$ cat config.mk
export PLATFORM = sky130hd
export DESIGN_NAME = mmcm_drp_cfg
export DESIGN_NICKNAME = d
export VERILOG_FILES = /design/src/rtl/mmcm_drp_cfg.sv
export SDC_FILE = /design/constraint.sdc
export NUM_CORES = 1
export LEC_CHECK = 0
export BUFFER_PORTS_ARGS = -buffer_cell sky130_fd_sc_hd__buf_2
export CAP_MARGIN = 20
export CORE_UTILIZATION = 60
export DETAILED_ROUTE_END_ITERATION = 10
export PLACE_DENSITY_LB_ADDON = 0.25
export SLEW_MARGIN = 20
export SYNTH_ARGS = -nofsm -noshare
export SYNTH_HDL_FRONTEND = slang
export SYNTH_SLANG_ARGS = --single-unit
$ cat constraint.sdc
create_clock -name clk -period 9.6 [get_ports clk]
set_clock_uncertainty 0.2 [all_clocks]
set_input_delay 1.92 -clock clk [delete_from_list [all_inputs] [get_ports clk]]
set_output_delay 1.92 -clock clk [all_outputs]
set_load 0.01 [all_outputs]
$ cat src/rtl/mmcm_drp_cfg.sv
// DRP reconfiguration master for the HDMI pixel-clock MMCM: queued register RMWs applied under MMCM reset.
// Optional write-verify readback enabled by defining MMCM_DRP_VERIFY_EN.
module mmcm_drp_cfg #(
  parameter int unsigned DEPTH        = 8,
  parameter int unsigned DRDY_TIMEOUT = 255,
  parameter int unsigned LOCK_TIMEOUT = 65535
) (
  input  logic        clk,
  input  logic        rst_n,
  input  logic        wr,
  input  logic [6:0]  wr_addr,
  input  logic [15:0] wr_mask,
  input  logic [15:0] wr_data,
  input  logic        start,
  output logic        busy,
  output logic        full,
  output logic        done,
  output logic        error,
  output logic [1:0]  err_code,
  output logic [63:0] reconfig_to_pll,
  input  logic [63:0] reconfig_from_pll
);

  localparam int unsigned AW     = $clog2(DEPTH);
  localparam int unsigned MAXT   = (DRDY_TIMEOUT > LOCK_TIMEOUT) ? DRDY_TIMEOUT : LOCK_TIMEOUT;
  localparam int unsigned CW     = $clog2(MAXT + 1);
  localparam int unsigned SETTLE = 4;

  localparam logic [AW:0]   DEPTH_C   = (AW + 1)'(DEPTH);
  localparam logic [CW-1:0] DRDY_LAST = CW'(DRDY_TIMEOUT - 1);
  localparam logic [CW-1:0] LOCK_LAST = CW'(LOCK_TIMEOUT - 1);
  localparam logic [CW-1:0] SETL_LAST = CW'(SETTLE - 1);

  typedef enum logic [3:0] {
    IDLE,
    ASSERT_RST,
    RD_REQ,
    RD_WAIT,
    WR_REQ,
    WR_WAIT,
`ifdef MMCM_DRP_VERIFY_EN
    VF_REQ,
    VF_WAIT,
`endif
    NEXT,
    RELEASE,
    LOCK_WAIT,
    DONE
  } state_e;

  state_e state_q, state_d;

  logic [6:0]  q_addr [DEPTH];
  logic [15:0] q_mask [DEPTH];
  logic [15:0] q_data [DEPTH];

  logic [AW-1:0] wr_ptr_q, wr_ptr_d, rd_ptr_q, rd_ptr_d;
  logic [AW:0]   q_cnt_q, q_cnt_d;
  logic [CW-1:0] tmr_q, tmr_d;
  logic          push, pop, flush;
  logic          err_set;
  logic [1:0]    err_set_code;

  logic          full_q, full_d, busy_q, busy_d, done_q, done_d;
  logic          err_q, err_d;
  logic [1:0]    err_code_q, err_code_d;
  logic          den_q, den_d, dwe_q, dwe_d, rst_q, rst_d;
  logic [6:0]    daddr_q, daddr_d;
  logic [15:0]   din_q, din_d;

  logic [15:0] dout;
  logic        drdy, locked;
  logic        unused_from_pll;

  assign dout            = reconfig_from_pll[15:0];
  assign drdy            = reconfig_from_pll[16];
  assign locked          = reconfig_from_pll[17];
  assign unused_from_pll = ^reconfig_from_pll[63:18];

  // State register
  always_ff @(posedge clk or negedge rst_n) begin
    if (!rst_n) state_q <= IDLE;
    else        state_q <= state_d;
  end

  // Next-state logic
  always_comb begin
    state_d      = state_q;
    flush        = 1'b0;
    err_set      = 1'b0;
    err_set_code = '0;
    unique case (state_q)
      IDLE:       if (start) state_d = (q_cnt_q == '0) ? DONE : ASSERT_RST;
      ASSERT_RST: state_d = RD_REQ;
      RD_REQ:     state_d = RD_WAIT;
      RD_WAIT: begin
        if (drdy) state_d = WR_REQ;
        else if (tmr_q == DRDY_LAST) begin
          state_d = IDLE; flush = 1'b1; err_set = 1'b1; err_set_code = 2'b01;
        end
      end
      WR_REQ:     state_d = WR_WAIT;
      WR_WAIT: begin
`ifdef MMCM_DRP_VERIFY_EN
        if (drdy) state_d = VF_REQ;
`else
        if (drdy) state_d = NEXT;
`endif
        else if (tmr_q == DRDY_LAST) begin
          state_d = IDLE; flush = 1'b1; err_set = 1'b1; err_set_code = 2'b01;
        end
      end
`ifdef MMCM_DRP_VERIFY_EN
      VF_REQ:     state_d = VF_WAIT;
      VF_WAIT: begin
        if (drdy) begin
          if (dout != din_q) begin
            state_d = IDLE; flush = 1'b1; err_set = 1'b1; err_set_code = 2'b11;
          end else begin
            state_d = NEXT;
          end
        end else if (tmr_q == DRDY_LAST) begin
          state_d = IDLE; flush = 1'b1; err_set = 1'b1; err_set_code = 2'b01;
        end
      end
`endif
      NEXT:       state_d = (q_cnt_q > (AW + 1)'(1)) ? RD_REQ : RELEASE;
      // Reset is already released on entry; locked is not looked at until SETTLE cycles pass
      RELEASE:    if (tmr_q == SETL_LAST) state_d = LOCK_WAIT;
      LOCK_WAIT: begin
        if (locked) state_d = DONE;
        else if (tmr_q == LOCK_LAST) begin
          state_d = IDLE; err_set = 1'b1; err_set_code = 2'b10;
        end
      end
      DONE:       state_d = IDLE;
      default:    state_d = IDLE;
    endcase
  end

  // Queue pointers and timeout counter
  always_comb begin
    push     = wr && !busy_q && !full_q;
    pop      = (state_q == NEXT);
    wr_ptr_d = push ? wr_ptr_q + 1'b1 : wr_ptr_q;
    rd_ptr_d = rd_ptr_q;
    q_cnt_d  = q_cnt_q;
    if (flush) begin
      rd_ptr_d = wr_ptr_q;
      q_cnt_d  = '0;
    end else if (pop) begin
      rd_ptr_d = rd_ptr_q + 1'b1;
      q_cnt_d  = q_cnt_q - 1'b1;
    end else if (push) begin
      q_cnt_d  = q_cnt_q + 1'b1;
    end
    full_d = (q_cnt_d == DEPTH_C);

    tmr_d = tmr_q;
    if (state_d != state_q) tmr_d = '0;
    else if (state_q != IDLE) tmr_d = tmr_q + 1'b1;
  end

  // Output logic: registered outputs follow the state being entered
  always_comb begin
    busy_d  = (state_d != IDLE);
    done_d  = (state_q == DONE);
    rst_d   = !(state_d inside {IDLE, RELEASE, LOCK_WAIT, DONE});
    den_d   = (state_d == RD_REQ) || (state_d == WR_REQ);
`ifdef MMCM_DRP_VERIFY_EN
    den_d   = den_d || (state_d == VF_REQ);
`endif
    dwe_d   = (state_d == WR_REQ);
    // rd_ptr_d so that NEXT -> RD_REQ already addresses the following entry
    daddr_d = (state_d == RD_REQ) ? q_addr[rd_ptr_d] : daddr_q;
    din_d   = din_q;
    if (state_q == RD_WAIT && drdy)
      din_d = (dout & q_mask[rd_ptr_q]) | (q_data[rd_ptr_q] & ~q_mask[rd_ptr_q]);

    err_d      = err_q;
    err_code_d = err_code_q;
    if (state_q == IDLE && start) begin
      err_d      = 1'b0;
      err_code_d = '0;
    end else if (err_set) begin
      err_d      = 1'b1;
      err_code_d = err_set_code;
    end
  end

  always_ff @(posedge clk or negedge rst_n) begin
    if (!rst_n) begin
      wr_ptr_q   <= '0;
      rd_ptr_q   <= '0;
      q_cnt_q    <= '0;
      full_q     <= 1'b0;
      tmr_q      <= '0;
      busy_q     <= 1'b0;
      done_q     <= 1'b0;
      err_q      <= 1'b0;
      err_code_q <= '0;
      den_q      <= 1'b0;
      dwe_q      <= 1'b0;
      rst_q      <= 1'b0;
      daddr_q    <= '0;
      din_q      <= '0;
    end else begin
      wr_ptr_q   <= wr_ptr_d;
      rd_ptr_q   <= rd_ptr_d;
      q_cnt_q    <= q_cnt_d;
      full_q     <= full_d;
      tmr_q      <= tmr_d;
      busy_q     <= busy_d;
      done_q     <= done_d;
      err_q      <= err_d;
      err_code_q <= err_code_d;
      den_q      <= den_d;
      dwe_q      <= dwe_d;
      rst_q      <= rst_d;
      daddr_q    <= daddr_d;
      din_q      <= din_d;
    end
  end

  always_ff @(posedge clk) begin
    if (push) begin
      q_addr[wr_ptr_q] <= wr_addr;
      q_mask[wr_ptr_q] <= wr_mask;
      q_data[wr_ptr_q] <= wr_data;
    end
  end

  assign busy     = busy_q;
  assign full     = full_q;
  assign done     = done_q;
  assign error    = err_q;
  assign err_code = err_code_q;
  assign reconfig_to_pll = {37'b0, clk, rst_q, dwe_q, den_q, daddr_q, din_q};

endmodule

# [Word-level counts from Yosys, hierarchy flattened]
# Memory sizes are Yosys's and may differ from the RTL's. A register that Yosys moved wholly into a read port is not among the register bits.
# Index checks and enable logic that the tools add are counted.
[totals] regBits=55 mem_bits_rw=312 inputBits=107 out_inout_bits=70 elab_cells=98 mem_count=3
[mem_list] name="q_data" words=8 width=16 read_ports=1 rd_ports_with_merged_regs=0 write_ports=1 line="55" text="logic [15:0] q_data [DEPTH];"
[mem_list] name="q_mask" words=8 width=16 read_ports=1 rd_ports_with_merged_regs=0 write_ports=1 line="54" text="logic [15:0] q_mask [DEPTH];"
[mem_list] name="q_addr" words=8 width=7 read_ports=1 rd_ports_with_merged_regs=1 write_ports=1 line="53" text="logic [6:0] q_addr [DEPTH];"
[op_classes] add_sub_neg=5 magnitude_cmp=1 n_eq_ne=19 mux=34 n_bitwise=4 reduce_logical=18
[op_table] cell="$mux W4" n=11
[op_table] cell="$pmux W4 S9" n=1
[op_table] cell="$and A16 B16 Y16" n=2
[op_table] cell="$mux W16" n=2
[op_table] cell="$eq A4 B3 Y1 const B" n=6
[op_table] cell="$eq A4 B4 Y1 const B" n=5
[op_table] cell="$add A16 B1 Y16 const B" n=1
[op_table] cell="$eq A16 B16 Y1 const B" n=1
[op_table] cell="$eq A16 B2 Y1 const B" n=1
[op_table] cell="$eq A16 B8 Y1 const B" n=1
[op_table] cell="$not A16 Y16" n=1
[op_table] cell="$or A16 B16 Y16" n=1
[op_table] cell="$eq A4 B2 Y1 const B" n=3
[op_table] cell="$logic_not A4 Y1" n=3
[op_table] cell="$reduce_bool A4 Y1" n=3
[op_table] cell="$mux W1" n=11
[op_table] cell="$mux W3" n=3
[op_table] cell="$mux W2" n=4
[op_table] cell="$add A3 B1 Y3 const B" n=2
[op_table] cell="$add A4 B1 Y4 const B" n=1
[op_table] cell="$eq A4 B1 Y1 const B" n=1
[op_table] cell="$gt A4 B1 Y1 const B" n=1
[op_table] cell="$logic_and A1 B1 Y1" n=4
[op_table] cell="$logic_not A1 Y1" n=4
[op_table] cell="other kinds (7)" n=8

# [Longest topological paths before layout]
[logic_depth] ltp_word=7 depth_mapped=12 ltp_nobuf=10

==> results.md <==
- Reg clk slew, reported paths: around 0.060 ns
- Slowest stage cell, crit path: buf_2
- Number of enable flip-flop cells after synthesis: 312
- FFs w/ async S/R, synth: 16.58%
- Top Ports: 177
- Area Growth Syn to Fin: 13.50%
- DR vias/cell: 5.923
- Count of pins over their slew limit: 0
- Top FF cell, synth: edfxtp_1
- Most frequent cells after synthesis: edfxtp_1, nand2_1, mux4_2, dfrtp_1, buf_4
- Die W: roughly 160 um
- Area contributors post-synth: edfxtp_1, dfrtp_1, mux4_2
- Peak VDD IR: 193.8 uV
- Clock Latency Late Sink: roughly 0.65 ns
- Post-DP HPWL: between 15000 and 20000 um
- Largest area contributor in the netlist: edfxtp_1
- Inst Count DP: ~1300
- GRT Resource Usage Total: 23.80%
- Fill cells: 1619
- Tot Pwr: roughly 5.0 mW
- Status: complete, no violations
- Power Density: 286.5 nW/um^2
- Setup ws final: 2.308 ns
- CP arrival: just over 5 ns
- Initial Utilization: around three fifths
- DR pass1 iterations: 5
- Initial drt markers: 596
- Drt drc: 0
- Hold Buf Count CTS: 0
- CTS tree: done
- CTS resizes: 0
- Drt wl/cell: ~22 um
- GR Overflow Total: 0
- Req. time, crit path: around 7.5 ns
- Cells after synthesis: 891
- Post-Syn Area per Cell: 17.14 um^2
- # rows: 58
- Placer Congestion: 0.8104
- Worst slew pin tran: 0.9629 ns
- Cell-internal power: 3.470 mW
- Final setup TNS: 0 ns
- Synthesis Warnings: 0
- Netlist Area Pre-Place: 15270 um^2
- Routed vias: between 8000 and 9000
- DP Area: about 16000 um^2
- Seq/Total Area, Yosys: 71.52%
- Worst Setup Start Kind: clock port
- Die area: roughly 26000 um^2
- Crit-path most repeated cell: clkbuf_16
- Most frequent cell after synthesis: edfxtp_1
- Yosys reg bits: 374
- Cell Chain, Critical Path: clkbuf_16 -> clkbuf_16 -> buf_2
- Final Hold Viols: 0
- Final wirelength: around 30000 um
- Number of global-route vias before repair: 8059
- Post-synth top area share: 61.36%
- Post-route ant nets: 0
- Setup bufs post-CTS: 0
- Die span in y: 161.5 um
- Number of buffers added on ports: just over 90
- Core area: 25040 um^2
- Max Fanout on Critical Path: 2
- Largest net degree at the start of global routing: between 60 and 70
- Pre-CTS WS: between 2 and 3 ns
- Yosys cell types: 58
- Design Area, Final: approximately 17000 um^2
- First-pass GRT wire length: 45720 um
- Crit Path Category: clock port to output pin
- Share of cells above drive strength 1: 26.24%
- Delay-heaviest family, CP: buffers and inverters
- Setup Viol. Count Final: 0
- Slowest cell delay on critical path: between 0.1 and 0.15 ns
- CP Capture Type: output pin
- Layout Cells excl Fill: 1356
- Final nets: 1111
- Flop pwr share: roughly two fifths
- Hold Path Class: flop to flop
- Combinational fraction of design power: roughly 27%
- RSZ-0062 raised after global routing: false
- Clk network pwr share: between 30 and 40%
- Max Cap Viol: 0
- Leakage: between 6 and 7 nW
- Sw Share: 30.11%
- Antenna violations before repair: 4
- NetSw: 1.495 mW
- WP buf/inv: 3
- Relative slew slack: between 30% and 40%
==> state kept, by name, indices dropped and copies added, names as in the netlist, 2 cells and up <==
name,cells
tmr_q,16
q_cnt_q,4
wr_ptr_q,3
err_code,2
q_addr,56
daddr_q,7
din_q,16
q_data,128
state_q,4
q_mask,128
rd_ptr_q,3
==> path summary, 6_finish.rpt <==
kind                       startpoint                   to  slack (ns)  cells after the start
hold reg to reg             din_q[12]            din_q[12]        0.28                      2
max in group asynchronous       rst_n          rd_ptr_q[0]        7.19                      2
setup reg to reg            tmr_q[13]           daddr_q[6]        5.87                      8
setup / recovery                  clk  reconfig_to_pll[26]        2.31                      3
hold / removal              din_q[12]            din_q[12]        0.28                      2
min in group asynchronous       rst_n            din_q[15]        1.31                      2
==> kinds of logic (layout without fill, tap and decap cells) <==
| family | after synthesis | after routing | share of synthesized area (%) |
|---|---|---|---|
| AOI/OAI and AO/OA | 102 | 102 | 4.286 |
| xor gates and xnor gates | 24 | 24 | 1.377 |
| adders and majority gates | 8 | 8 | 0.6556 |
| buffers and inverters | 97 | 195 | 3.679 |
| DFF | 374 | 374 | 71.52 |
| muxes | 111 | 111 | 12.73 |
| other | 1 | 38 | 0.02456 |
| and+or+nand+nor | 174 | 174 | 5.720 |
==> worst register-to-register path, cell delays in order (launching register included) <==
cell	delay, ns
dfrtp_1	0.41
or4_1	0.67
or4_4	0.63
o211ai_2	0.20
nand2_2	0.25
inv_2	0.58
a21oi_1	0.16
a221o_1	0.39
a31oi_1	0.16
==> layout make-up <==
cell class / count / area, um^2 / share of cell area, %
multi-input cells: 456 / 3970 / 22.91
clock inverters: 18 / 230.2 / 1.329
diodes: 1 / 2.502 / 0.01444
well taps: 330 / 412.9 / 2.383
repair buffers: 109 / 588.1 / 3.394
flip-flops and latches: 374 / 10930 / 63.05
clock buffers: 56 / 1155 / 6.664
inverters: 12 / 45.04 / 0.2599
==> routing by layer <==
layer,part of all wire (%),vias up,track usage (%)
li1,-,3637,-
met4,2.3,6,8.662
met5,0.12,-,0
met1,41,4072,31.33
met3,5.6,65,4.494
met2,51,251,39.95
==> cell usage in the layout, fill, tap and decap left out, drive strengths merged, types with 3 or more instances in the layout <==
master,instances
mux2i,31
clkinv,13
xnor2,12
and3,4
clkbuf,55
o41ai,3
or3,4
nand4,10
nand3,8
dfrtp,62
ha,8
a31oi,6
nand2,72
bufinv,5
buf,110
mux4,64
nor2,22
o21ai,39
inv,12
nor3,10
and4,3
mux2,16
a221o,12
a21oi,25
or4,5
nor4,20
edfxtp,312
xor2,12
conb,37
nand2b,5
==> per-stage QoR <==
step           util [%]  hold WS (ns)
3_3_place_gp      63.69        0.2603
5_1_grt           69.22        0.3016
6_report          69.22        0.2761
2_1_floorplan         -        0.3162
4_1_cts           69.21        0.2813
3_5_place_dp      63.69        0.2684
==> power groups by stage <==
stage / clock (mW) / sequential [mW] / combinational [mW]
after floorplan: 0.00858 / 2.01 / 1.06
after global placement: 0.00629 / 2.06 / 1.32
after detailed placement: 0.00629 / 2.06 / 1.34
after CTS: 1.61 / 2.03 / 1.36
after global routing: 1.67 / 2.05 / 1.47
final: 1.59 / 2.03 / 1.35
No activity file was read; power rests on OpenSTA's default activity.
